$ cat src/rtl/id_stage_pipelined.sv
// Decode stage: register file with write-back bypass, load-use hazard detection and ID/EXE register.
// One-cycle latency; ID/EXE holds and stall rises while EXE is not ready, flush drops the ID instruction.
module id_stage_pipelined #(
    parameter  int DATA_W  = 32,
    parameter  int REG_CNT = 32,
    parameter  int IMM_W   = 16,
    localparam int AW      = $clog2(REG_CNT)
) (
    input  logic              clk,
    input  logic              rst,
    input  logic              in_valid,
    input  logic [31:0]       instruction,
    input  logic              is_immediate,
    input  logic              mem_r_en,
    input  logic              mem_w_en,
    input  logic              wb_en,
    input  logic [3:0]        exe_cmd,
    input  logic [1:0]        br_type,
    input  logic              wb_we,
    input  logic [AW-1:0]     wb_dest,
    input  logic [DATA_W-1:0] wb_data,
    input  logic              exe_ready,
    input  logic              flush,
    output logic              stall,
    output logic              out_valid,
    output logic [DATA_W-1:0] val1,
    output logic [DATA_W-1:0] val2,
    output logic [DATA_W-1:0] reg2,
    output logic [AW-1:0]     dest,
    output logic [3:0]        exe_cmd_q,
    output logic [1:0]        br_type_q,
    output logic              mem_r_en_q,
    output logic              mem_w_en_q,
    output logic              wb_en_q
);

    typedef struct packed {
        logic              vld;
        logic              mem_r_en;
        logic              mem_w_en;
        logic              wb_en;
        logic [3:0]        exe_cmd;
        logic [1:0]        br_type;
        logic [AW-1:0]     dest;
        logic [DATA_W-1:0] val1;
        logic [DATA_W-1:0] val2;
        logic [DATA_W-1:0] reg2;
    } idex_t;

    logic [DATA_W-1:0] rf_q [REG_CNT];
    idex_t             idex_d, idex_q;

    logic [AW-1:0]     rs_idx, rt_idx, rd_idx;
    logic [DATA_W-1:0] rs_val, rt_val, imm_ext;
    logic              uses_rt, hazard, ld, capture;
    logic              unused_opcode;

    assign rs_idx  = instruction[21 +: AW];
    assign rt_idx  = instruction[16 +: AW];
    assign rd_idx  = instruction[11 +: AW];
    assign imm_ext = DATA_W'($signed(instruction[IMM_W-1:0]));
    assign unused_opcode = ^instruction[31:26];

    // Entry 0 is never written; reads of it are forced to zero regardless.
    always_ff @(posedge clk) begin
        if (rst) begin
            for (int i = 0; i < REG_CNT; i++) rf_q[i] <= '0;
        end else if (wb_we && wb_dest != '0) begin
            rf_q[wb_dest] <= wb_data;
        end
    end

    assign rs_val = (rs_idx == '0)                  ? '0      :
                    (wb_we && wb_dest == rs_idx)    ? wb_data : rf_q[rs_idx];
    assign rt_val = (rt_idx == '0)                  ? '0      :
                    (wb_we && wb_dest == rt_idx)    ? wb_data : rf_q[rt_idx];

    // Stores read rt as data even though their operand 2 is the immediate.
    assign uses_rt = !is_immediate || mem_w_en;
    assign hazard  = in_valid && idex_q.vld && idex_q.mem_r_en && idex_q.dest != '0 &&
                     (idex_q.dest == rs_idx || (uses_rt && idex_q.dest == rt_idx));
    assign ld      = exe_ready || !idex_q.vld;
    assign capture = in_valid && !flush && !hazard;
    assign stall   = in_valid && !flush && (hazard || !ld);

    always_comb begin
        idex_d = idex_q;
        if (ld) begin
            idex_d = '0;
            if (capture) begin
                idex_d.vld      = 1'b1;
                idex_d.mem_r_en = mem_r_en;
                idex_d.mem_w_en = mem_w_en;
                idex_d.wb_en    = wb_en;
                idex_d.exe_cmd  = exe_cmd;
                idex_d.br_type  = br_type;
                idex_d.dest     = is_immediate ? rt_idx : rd_idx;
                idex_d.val1     = rs_val;
                idex_d.val2     = is_immediate ? imm_ext : rt_val;
                idex_d.reg2     = rt_val;
            end
        end
    end

    always_ff @(posedge clk) begin
        if (rst) idex_q <= '0;
        else     idex_q <= idex_d;
    end

    assign out_valid  = idex_q.vld;
    assign val1       = idex_q.val1;
    assign val2       = idex_q.val2;
    assign reg2       = idex_q.reg2;
    assign dest       = idex_q.dest;
    assign exe_cmd_q  = idex_q.exe_cmd;
    assign br_type_q  = idex_q.br_type;
    assign mem_r_en_q = idex_q.mem_r_en;
    assign mem_w_en_q = idex_q.mem_w_en;
    assign wb_en_q    = idex_q.wb_en;

endmodule
$ cat config.mk
export PLATFORM = sky130hd
export DESIGN_NAME = id_stage_pipelined
export DESIGN_NICKNAME = d
export VERILOG_FILES = /design/src/rtl/id_stage_pipelined.sv
export SDC_FILE = /design/constraint.sdc
export NUM_CORES = 2
export LEC_CHECK = 0
export BUFFER_PORTS_ARGS = -buffer_cell sky130_fd_sc_hd__buf_2
export CORE_AREA = 5 5 316 318
export DETAILED_ROUTE_END_ITERATION = 16
export DIE_AREA = 0 0 321 323
export GPL_TIMING_DRIVEN = 0
export PLACE_DENSITY = 0.79
export SYNTH_ARGS = -nofsm -noshare
export SYNTH_HDL_FRONTEND = slang
export SYNTH_SLANG_ARGS = --single-unit
$ cat constraint.sdc
create_clock -name clk -period 5 [get_ports clk]
set_input_delay 1.5 -clock clk [delete_from_list [all_inputs] [get_ports clk]]
set_output_delay 1.5 -clock clk [all_outputs]
set_load 0.02 [all_outputs]
==> out/metrics.csv <==
metric,value,unit
area_growth,11.0,%
end_kind,register,
core.rowCount,114,
globalplace.congestion,1.10,
wl,252,mm
period_share,110,%
finalNetCount,4590,
insertion_delay,0.74,ns
routed.top_layer,met5,
syn_inst,4171,
yosys-top-cells-area,"edfxtp_1 52%, mux4_2 15%, and2_1 11%",
routedWlPerCell,42.8,µm
r2r_slack,1.93,ns
crit_required,5.56,ns
met1_length,80.4,mm
ctsRootBufferMaster,clkbuf_16,
rsz0062_at_grt,no,
vias,44300,
fin_ws,-0.487,ns
cts_made_buffers,119,
whs_path_depth,2,
synth_common_cells,"1024 x edfxtp_1, 1009 x and2_1, 407 x mux4_2",
ys_seq_area_share,55.5,%
drt_iter0_markers,9578,
antenna_found_initial,18,
critical_path_class,in -> reg,
viasPerCell,7.51,
ff2ff_path_depth,5,
startpoint_type,input port,
antenna_left,0,
io_buffers,180,
p_per_area,355,nW/µm²
grt_pass1_vias,41600,
drc_errors,0,
synth.avg_cell_area,14.2,µm²
synth_edf_count,1024,
die_y,323,µm
grt_pass1_wl,336,mm
cp.arrival,6.04,ns
vdd_ir_drop_max,0.320,mV
cts_setup_buffers,0,
initial_core_util,61.7,%
syn_area,59400,µm²
fin_tns_setup,-2.52,ns
async_flop_share,0,%
dr_wl_met2,100,mm
cts_sinks,1135,
fp.dieArea,104000,µm²
ys_types,68,
fp.coreArea,96300,µm²
drt-pass1-iter-count,9,
grt_usage,47.8,%
critPathMaxFanout,10,
post-dp-hpwl,181,mm
clock_path_buffers,3,
worstMarginPinSlew,1.65,ns
drv_slew,22,
max_cap_viol_count,3,
cts_tree,built,
ys.flop_type,edfxtp_1,
ys_ff_latch,1135,
synth_top_area_share,51.8,%
violations,"capacitance limit, slew limit, setup timing",
synth_most_common_cell,edfxtp_1,
p_leak,23.6,nW
die_x,321,µm
slew_headroom,-9.73,%
htree_levels,3,
min_period,5.49,ns
finalSetupViolations,10,
dr_wl_met3,50.2,mm
ios,197,
min_path_type,reg -> reg,
clkSlewWorstSetupHoldPaths,0.06,ns
final_layout_size_suffix_gt1_share,21.6,%
power,23.4,mW
synth_warnings,0,
yosysTopAreaCell,edfxtp_1,
hold_violations,0,
finClkSkew,0.0221,ns
status,finished with violations,
max_freq,0.182,GHz
grt_overflow,0,
grt_max_degree,33,
[stage by stage]
stage / hold slack (ns) / std cells / cell area [µm²] / utilization (%) / setup slack [ns]
6_report: 0.450 / 5893 / 65900 / 68.4 / -0.487
5_1_grt: 0.461 / 5883 / 65900 / 68.4 / 0.00450
4_1_cts: 0.452 / 5883 / 65900 / 68.4 / 0.110
3_5_place_dp: 0.439 / 5660 / 62000 / 64.4 / -0.610
3_3_place_gp: 0.438 / 5658 / 62000 / 64.4 / -0.645
2_1_floorplan: 0.524 / 4202 / 59500 / - / 0.645
[cells in the final DEF (no fill, tap or decap), types with 10 or more instances in the layout]
cell type,netlist,final
clkbuf_16,0,124
o21ai_0,29,29
mux2_2,29,29
diode_2,0,10
a22oi_1,133,133
o211ai_1,12,12
o21ai_1,32,32
buf_2,71,252
and2_1,1009,1009
o221ai_1,56,56
dfxtp_1,111,111
nand2_1,157,157
edfxtp_1,1024,1024
conb_1,1,32
a211oi_1,15,15
a21oi_1,57,57
a22o_1,30,30
a32oi_1,31,31
clkbuf_1,268,297
o22ai_1,50,50
mux4_2,407,407
nor2_1,93,92
bufinv_16,0,10
nor3_1,14,14
or2_2,31,31
xnor2_1,16,16
buf_4,35,35
mux2i_1,263,263
clkinv_1,1,27
nor2b_1,14,14
o31ai_1,12,12
buf_6,33,33
clkinv_2,0,18
buf_1,11,10
[final timing paths]
path                                      start        to
worst min-delay path                   reg2[18]  reg2[18]
worst min register to register         reg2[18]  reg2[18]
worst max register to register     rf_q[31][16]  val2[16]
worst max-delay path            instruction[20]  val2[16]
[per-layer routing]
| metal | global-route usage, % | up-vias |
|---|---|---|
| met5 | 0.363 | - |
| met2 | 64.3 | 4683 |
| met1 | 59.5 | 21900 |
| met4 | 30.2 | 16 |
| li1 | - | 16600 |
| met3 | 27.3 | 1000 |
[sequential cells by signal (all words and copies together), names as in the netlist]
register and flops:
dest 5, out_valid 1, val1 32, mem_r_en_q 1, rf_q 1024, mem_w_en_q 1, val2 32, reg2 32
wb_en_q 1, br_type_q 2, exe_cmd_q 4
[critical path, stage by stage]
cell and delay, ns:
buf_2 0.34, clkdlybuf4s15_1 0.93, clkbuf_1 0.98, o21ai_0 0.26, nor3_1 0.65, a22oi_1 0.21, a31oi_1 0.99, o211ai_1 0.15
[final cells by class]
type                       count  area [µm²]
antenna                       10        25.0
buffer                       426        2190
clock buffer                 165        3320
clock inverter                58         528
fill                        6717       30400
inverter                       4        15.0
multi-input combinational   2637       24300
sequential                  1135       33000
tap                         1276        1600
timing repair buffer         182         936
[logic make-up after synthesis]
family / Yosys count / synth area share [%]
AO/OA/AOI/OAI: 524 / 6.60
XOR/XNOR: 20 / 0.295
buffers and inverters: 430 / 3.69
flip-flops: 1135 / 55.5
multiplexers: 702 / 20.6
other: 1 / 0.00632
AND/OR/NAND/NOR: 1359 / 13.3
[repair_timing]
item / 4_1_cts / 5_1_grt
hold buffers: 0 / 0
gates resized for setup: 0 / 5
endpoints found under the setup margin: 0 / 5
[where the power goes]
part / internal (mW) / total, mW / switching (mW)
Combinational: 1.05 / 3.23 / 2.18
Sequential: 10.9 / 11.1 / 0.279
Clock: 5.12 / 9.04 / 3.92
Total: 17.0 / 23.4 / 6.38
No activity file was read; power rests on OpenSTA's default activity.
